==> config.mk <==
export PLATFORM = sky130hd
export DESIGN_NAME = add_err_intr_ctrl
export DESIGN_NICKNAME = d
export VERILOG_FILES = /design/src/rtl/add_err_pkg.sv /design/src/rtl/err_sat_counter.sv /design/src/rtl/add_err_intr_ctrl.sv
export SDC_FILE = /design/constraint.sdc
export NUM_CORES = 1
export LEC_CHECK = 0
export CORE_ASPECT_RATIO = 0.9
export CORE_UTILIZATION = 46
export DETAILED_ROUTE_END_ITERATION = 7
export PLACE_DENSITY = 0.84
export SYNTH_ARGS = -nofsm -noshare
export SYNTH_HDL_FRONTEND = slang
export SYNTH_SLANG_ARGS = --single-unit
==> constraint.sdc <==
create_clock -name clk -period 4.3 [get_ports clk]
set_input_delay 0.86 -clock clk [delete_from_list [all_inputs] [get_ports clk]]
set_output_delay 0.86 -clock clk [all_outputs]
set_load 0.01 [all_outputs]
==> src/rtl/add_err_pkg.sv <==
// add_err_pkg: shared types and defaults for the ADD error/interrupt controller.
//  state_t    - interrupt sequencer states (IDLE, ARM, PEND)
//  CNT_W_DEF  - default width of the error counter
package add_err_pkg;
  localparam int CNT_W_DEF = 16;

  typedef enum logic [1:0] {
    IDLE = 2'd0,
    ARM  = 2'd1,
    PEND = 2'd2
  } state_t;
endpackage

==> src/rtl/err_sat_counter.sv <==
// err_sat_counter: saturating up-counter with synchronous clear.
//  clk  in  clock
//  rst  in  synchronous active-high reset
//  clr  in  clear; when paired with inc the count restarts at 1
//  inc  in  increment request (ignored once saturated)
//  cnt  out registered count
//  sat  out cnt is all-ones
module err_sat_counter #(
  parameter int W = 16
) (
  input  logic         clk,
  input  logic         rst,
  input  logic         clr,
  input  logic         inc,
  output logic [W-1:0] cnt,
  output logic         sat
);
  assign sat = &cnt;

  always_ff @(posedge clk) begin
    if (rst)
      cnt <= '0;
    else if (clr)
      // an event coinciding with the clear is counted, not lost
      cnt <= inc ? W'(1) : '0;
    else if (inc && !sat)
      cnt <= cnt + W'(1);
  end
endmodule

==> src/rtl/add_err_intr_ctrl.sv <==
// add_err_intr_ctrl: counts uncorrectable errors on ADD requests and sequences a
// level interrupt (IDLE -> ARM -> PEND, held until software acks).
// Optional feature macro: ADD_ERR_LOG_EN (first-error req_id capture).
//  clk, rst       clock / synchronous active-high reset
//  req_valid, req_is_add, uncorr_err  form the error event
//  req_id         request tag, captured on first error when logging is built
//  intr_en        gates new interrupts only
//  intr_ack       clears a pending interrupt
//  cnt_clr        clears err_cnt, intr_ovf and the error log
//  err_cnt, err_cnt_sat  saturating error count and its full flag
//  interrupt      registered level interrupt (state == PEND)
//  intr_ovf       sticky: error arrived while an interrupt was already in flight
//  err_log_vld, err_log_id  first-error capture
module add_err_intr_ctrl
  import add_err_pkg::*;
#(
  parameter int CNT_W = CNT_W_DEF,
  parameter int ID_W  = 8
) (
  input  logic             clk,
  input  logic             rst,
  input  logic             req_valid,
  input  logic             req_is_add,
  input  logic [ID_W-1:0]  req_id,
  input  logic             uncorr_err,
  input  logic             intr_en,
  input  logic             intr_ack,
  input  logic             cnt_clr,
  output logic [CNT_W-1:0] err_cnt,
  output logic             err_cnt_sat,
  output logic             interrupt,
  output logic             intr_ovf,
  output logic             err_log_vld,
  output logic [ID_W-1:0]  err_log_id
);
  logic   evt;
  state_t state;

  assign evt = req_valid & req_is_add & uncorr_err;

  err_sat_counter #(.W(CNT_W)) u_cnt (
    .clk (clk),
    .rst (rst),
    .clr (cnt_clr),
    .inc (evt),
    .cnt (err_cnt),
    .sat (err_cnt_sat)
  );

  always_ff @(posedge clk) begin
    if (rst) begin
      state     <= IDLE;
      interrupt <= 1'b0;
      intr_ovf  <= 1'b0;
    end else begin
      case (state)
        IDLE: if (evt && intr_en) state <= ARM;
        ARM: begin
          state     <= PEND;
          interrupt <= 1'b1;
        end
        PEND: if (intr_ack) begin
          // an ack can be immediately followed by a fresh arm
          state     <= (evt && intr_en) ? ARM : IDLE;
          interrupt <= 1'b0;
        end
        default: begin
          state     <= IDLE;
          interrupt <= 1'b0;
        end
      endcase
      // coalesced event: setting wins over a same-cycle clear
      if (evt && (state == ARM || (state == PEND && !intr_ack)))
        intr_ovf <= 1'b1;
      else if (cnt_clr)
        intr_ovf <= 1'b0;
    end
  end

`ifdef ADD_ERR_LOG_EN
  always_ff @(posedge clk) begin
    if (rst) begin
      err_log_vld <= 1'b0;
      err_log_id  <= '0;
    end else if (cnt_clr) begin
      // clear re-opens the log; an event in the same cycle is its first entry
      err_log_vld <= evt;
      err_log_id  <= evt ? req_id : '0;
    end else if (evt && !err_log_vld) begin
      err_log_vld <= 1'b1;
      err_log_id  <= req_id;
    end
  end
`else
  logic unused_req_id;
  assign unused_req_id = ^req_id;
  assign err_log_vld   = 1'b0;
  assign err_log_id    = '0;
`endif
endmodule

==> key figures <==
Clock network
  – Clock latency of the later-clocked register in the worst-skew pair: 0.31 ns
  – Post-CTS setup buffers: 0
  – Clock tree from TritonCTS: built
  – Count of hold-fix buffers inserted at cts: 0
  – Number of buffers inserted during clock tree synthesis: 3
  – Maximum buffer depth of the clock tree: 2
  – Maximum level of the CTS H-tree: 1
  – Clock-pin slew of the registers on the worst-case setup and hold paths: 0.11 ns
  – Clock Sinks: 20
  – Number of resized instances in the post-cts repair step: 0
  – Cell at the root of the clock tree: sky130_fd_sc_hd__clkbuf_4

Logic synthesis
  – Synthesis-stage register bit count: 20
  – Number of distinct library cell variants in the gate-level netlist after synthesis: 31
  – Cells taking the most area after synthesis: sky130_fd_sc_hd__dfxtp_1 (35%), sky130_fd_sc_hd__buf_4 (5.9%), sky130_fd_sc_hd__or4_1 (5.3%)
  – Number of synthesized flops with an enable pin: 0
  – Syn avg cell area: 8.17 um^2
  – Portion of the post-synthesis area used by sequential elements: 0.352
  – Warnings, synthesis: 0
  – Cell type with the largest total area after synthesis: sky130_fd_sc_hd__dfxtp_1
  – Library cell with the highest instance count after synthesis: sky130_fd_sc_hd__dfxtp_1
  – Most frequent cells after synthesis: sky130_fd_sc_hd__dfxtp_1 (20), sky130_fd_sc_hd__nand2_1 (13), sky130_fd_sc_hd__a21oi_1 (10), sky130_fd_sc_hd__buf_4 (9)
  – Cell count after synthesis: 139
  – Area of the mapped netlist: 1140 um^2
  – Leading register cell type out of synthesis: sky130_fd_sc_hd__dfxtp_1
  – Fraction of registers with async set/reset: 0
  – Top cell type's share of synthesized area: 0.352

Placement
  – Number of placed cells counting well taps: 185
  – Gp weighted congestion: 0.852
  – Port-buffer cells: 26
  – Sum of net half-perimeters after detailed placement: 1870 um

Critical path
  – Reg-to-Reg Start: u_cnt.cnt[0]$_SDFFE_PP0P_
  – Arr. time, crit path: 2.24 ns
  – Crit. End Element: output pin
  – Type of element launching the critical path: flop
  – FF-to-FF setup slack: 2.46 ns
  – Slowest Stage Delay on Critical Path: 0.56 ns
  – Worst flop-to-flop path endpoint: u_cnt.cnt[4]$_SDFFE_PP0P_
  – Buf+Inv Stages, Crit Path: 1
  – R2R cell count: 5
  – Max stage delay cell, worst path: sky130_fd_sc_hd__clkdlybuf4s50_1
  – Critical path class: reg -> out
  – CP delay by family, top: simple AND/OR/NAND/NOR gates
  – List of cells traversed by the critical path: ha_1, nand4_1, and4bb_4, clkdlybuf4s50_1
  – Crit-path max FO: 12
  – Required time reported for the critical path endpoint: 3.44 ns

Die
  – Placement row count: 16
  – Initial core utilization: 0.502
  – Core region area: 2260 um^2
  – Die Wd: 54.4 um
  – Die Footprint: 2670 um^2
  – Count of pins on the block boundary: 44
  – Overall die height: 49.1 um

Timing
  – Shortest clock period the worst path allows after layout: 3.10 ns
  – Final period util: 0.721
  – Worst clock skew: 0.00703 ns
  – Max Slew Vio Count: 0
  – Unrepaired setup endpoints after global routing: no
  – Normalized max-slew margin: 0.637
  – Setup TNS: 0 ns
  – Number of endpoints failing setup at the final stage: 0
  – Total count of hold-check failures in the final report: 0
  – Maximum frequency from static timing analysis: 0.323 GHz
  – Slew of the pin with the lowest slew margin: 0.541 ns

Power
  – Power density cells: 232 nW/um^2
  – Relative contribution of combinational cells to total power: 0.070
  – Switching power: 0.0750 mW
  – Switching Fraction: 0.232
  – IR Drop Worst-Case VDD: 0.000224 V
  – Internal: 0.247 mW
  – Leakage power summed over all cells: 0.454 nW
  – Part of the total power dissipated in the clock network: 0.349
  – Sequential Power Share: 0.581
  – Total chip power: 0.322 mW

Detailed routing
  – Routed wire length: 2630 um
  – Remaining routing DRC violations: 0
  – Wire length per cell after detailed routing: 13.9 um
  – Iteration-0 DRC Markers: 36
  – First-pass detailed-route iteration total: 4
  – Count of antenna-violating nets left after detailed routing: 0
  – Via count normalized by instance count: 5.90
  – Total number of vias: 1,115

Global routing
  – Initial antenna violation count: 0
  – Wire length of the first global-routing pass: 4360 um
  – Total track usage: 0.218
  – Aggregate global routing overflow: 0
  – Largest net degree at the start of global routing: 13
  – Number of global-route vias before repair: 1,018

Finish
  – Layout cell share with drive strength beyond 1: 0.0370
  – Final Instance Count excl. Fillers: 189
  – Final antenna diode count: 0
  – Growth of design area from synthesis to finish: 22.5%
  – Count of nets after finishing: 180

Outcome
  – Run status: complete, no violations

Hold path
  – Worst hold endpoint: state[0]$_SDFFE_PP0P_
  – Hold Path Stages: 1
  – Start point of the worst min-delay path: state[1]$_SDFFE_PP0P_
  – Class of the worst hold path: reg -> reg

Run
  – Number of max-capacitance violations reported: 0
cell usage in the layout, fill, tap and decap left out:
| cell type | instances |
|---|---|
| sky130_fd_sc_hd__inv_1 | 4 |
| sky130_fd_sc_hd__o211ai_1 | 1 |
| sky130_fd_sc_hd__dfxtp_1 | 20 |
| sky130_fd_sc_hd__nor2_1 | 7 |
| sky130_fd_sc_hd__clkdlybuf4s50_1 | 26 |
| sky130_fd_sc_hd__ha_1 | 1 |
| sky130_fd_sc_hd__and3_1 | 3 |
| sky130_fd_sc_hd__and4bb_4 | 1 |
| sky130_fd_sc_hd__nand2_1 | 13 |
| sky130_fd_sc_hd__nor2b_1 | 2 |
| sky130_fd_sc_hd__or4_1 | 8 |
| sky130_fd_sc_hd__conb_1 | 9 |
| sky130_fd_sc_hd__nand4_1 | 8 |
| sky130_fd_sc_hd__o41ai_1 | 1 |
| sky130_fd_sc_hd__a41oi_1 | 1 |
| sky130_fd_sc_hd__nor3_1 | 7 |
| sky130_fd_sc_hd__a22o_1 | 1 |
| sky130_fd_sc_hd__a21oi_1 | 10 |
| sky130_fd_sc_hd__o21ai_0 | 2 |
| sky130_fd_sc_hd__clkbuf_8 | 1 |
| sky130_fd_sc_hd__and4_1 | 5 |
| sky130_fd_sc_hd__and2_1 | 3 |
| sky130_fd_sc_hd__nand3_1 | 8 |
| sky130_fd_sc_hd__mux2i_1 | 4 |
| sky130_fd_sc_hd__nand2b_1 | 1 |
| sky130_fd_sc_hd__clkbuf_4 | 3 |
| sky130_fd_sc_hd__a31oi_1 | 2 |
| sky130_fd_sc_hd__a2111oi_0 | 1 |
| sky130_fd_sc_hd__or2_2 | 1 |
| sky130_fd_sc_hd__nand4b_1 | 1 |
| sky130_fd_sc_hd__o31ai_1 | 7 |
kinds of logic after synthesis:
family          count (synthesis)  share of synthesized area
simple gates                   68                      0.345
compound gates                 26                      0.148
flops                          20                      0.352
buf+inv                        19                      0.106
mux                             4                     0.0352
fa+ha+maj                       1                     0.0110
other cells                     1                    0.00330
state kept, by name, summed over array words and instances, names as in the netlist:
name,cells
u_cnt.cnt,16
state,2
interrupt,1
intr_ovf,1
worst max-delay path by stage:
stage / depth (start not counted) / to / slack, ns / startpoint
6_report: 4 / err_cnt_sat / 1.20 / u_cnt.cnt[0]$_SDFFE_PP0P_
5_1_grt: 4 / err_cnt_sat / 1.09 / u_cnt.cnt[0]$_SDFFE_PP0P_
4_1_cts: 4 / err_cnt_sat / 1.20 / u_cnt.cnt[0]$_SDFFE_PP0P_
3_5_place_dp: 5 / u_cnt.cnt[9]$_SDFFE_PP0P_ / 1.57 / uncorr_err
3_3_place_gp: 4 / err_cnt_sat / 1.59 / u_cnt.cnt[0]$_SDFFE_PP0P_
2_1_floorplan: 4 / err_cnt_sat / 2.14 / u_cnt.cnt[0]$_SDFFE_PP0P_
metrics by stage:
stage	instance area [um^2]	setup slack, ns	util	hold slack (ns)
2_1_floorplan	1170	2.14	-	0.463
3_3_place_gp	1360	1.59	0.599	0.464
3_5_place_dp	1360	1.57	0.599	0.492
4_1_cts	1390	1.20	0.615	0.509
5_1_grt	1390	1.09	0.615	0.532
6_report	1390	1.20	0.615	0.511
area by class of cell:
cell class | instances | area, um^2
clock buffer | 4 | 36.3
inverter | 4 | 15.0
timing repair buffer | 26 | 260
fill | 212 | 871
multi-input combinational | 108 | 646
tap | 27 | 33.8
sequential | 20 | 400
layer usage:
metal | up-vias | GRT usage | wire, um
met5 | - | 0 | 0
met4 | 0 | 0.0342 | 14
met3 | 4 | 0.0717 | 158
met2 | 43 | 0.374 | 1300
met1 | 514 | 0.262 | 1160
li1 | 554 | - | -
power by group through the flow:
stage               registers (mW)  logic, mW  clock network [mW]
floorplan                    0.192     0.0172                   0
detailed placement           0.192     0.0221                   0
CTS                          0.187     0.0223               0.114
global route                 0.188     0.0249               0.124
finish                       0.187     0.0225               0.112
global placement             0.191     0.0214                   0
worst reg2reg max path, cell delays in order, from the launching register on:
cell and delay (ns):
sky130_fd_sc_hd__dfxtp_1 0.37, sky130_fd_sc_hd__ha_1 0.31, sky130_fd_sc_hd__nand4_1 0.15, sky130_fd_sc_hd__and4bb_4 0.29, sky130_fd_sc_hd__or4_1 0.52, sky130_fd_sc_hd__a21oi_1 0.15
No activity file was read; power rests on OpenSTA's default activity.
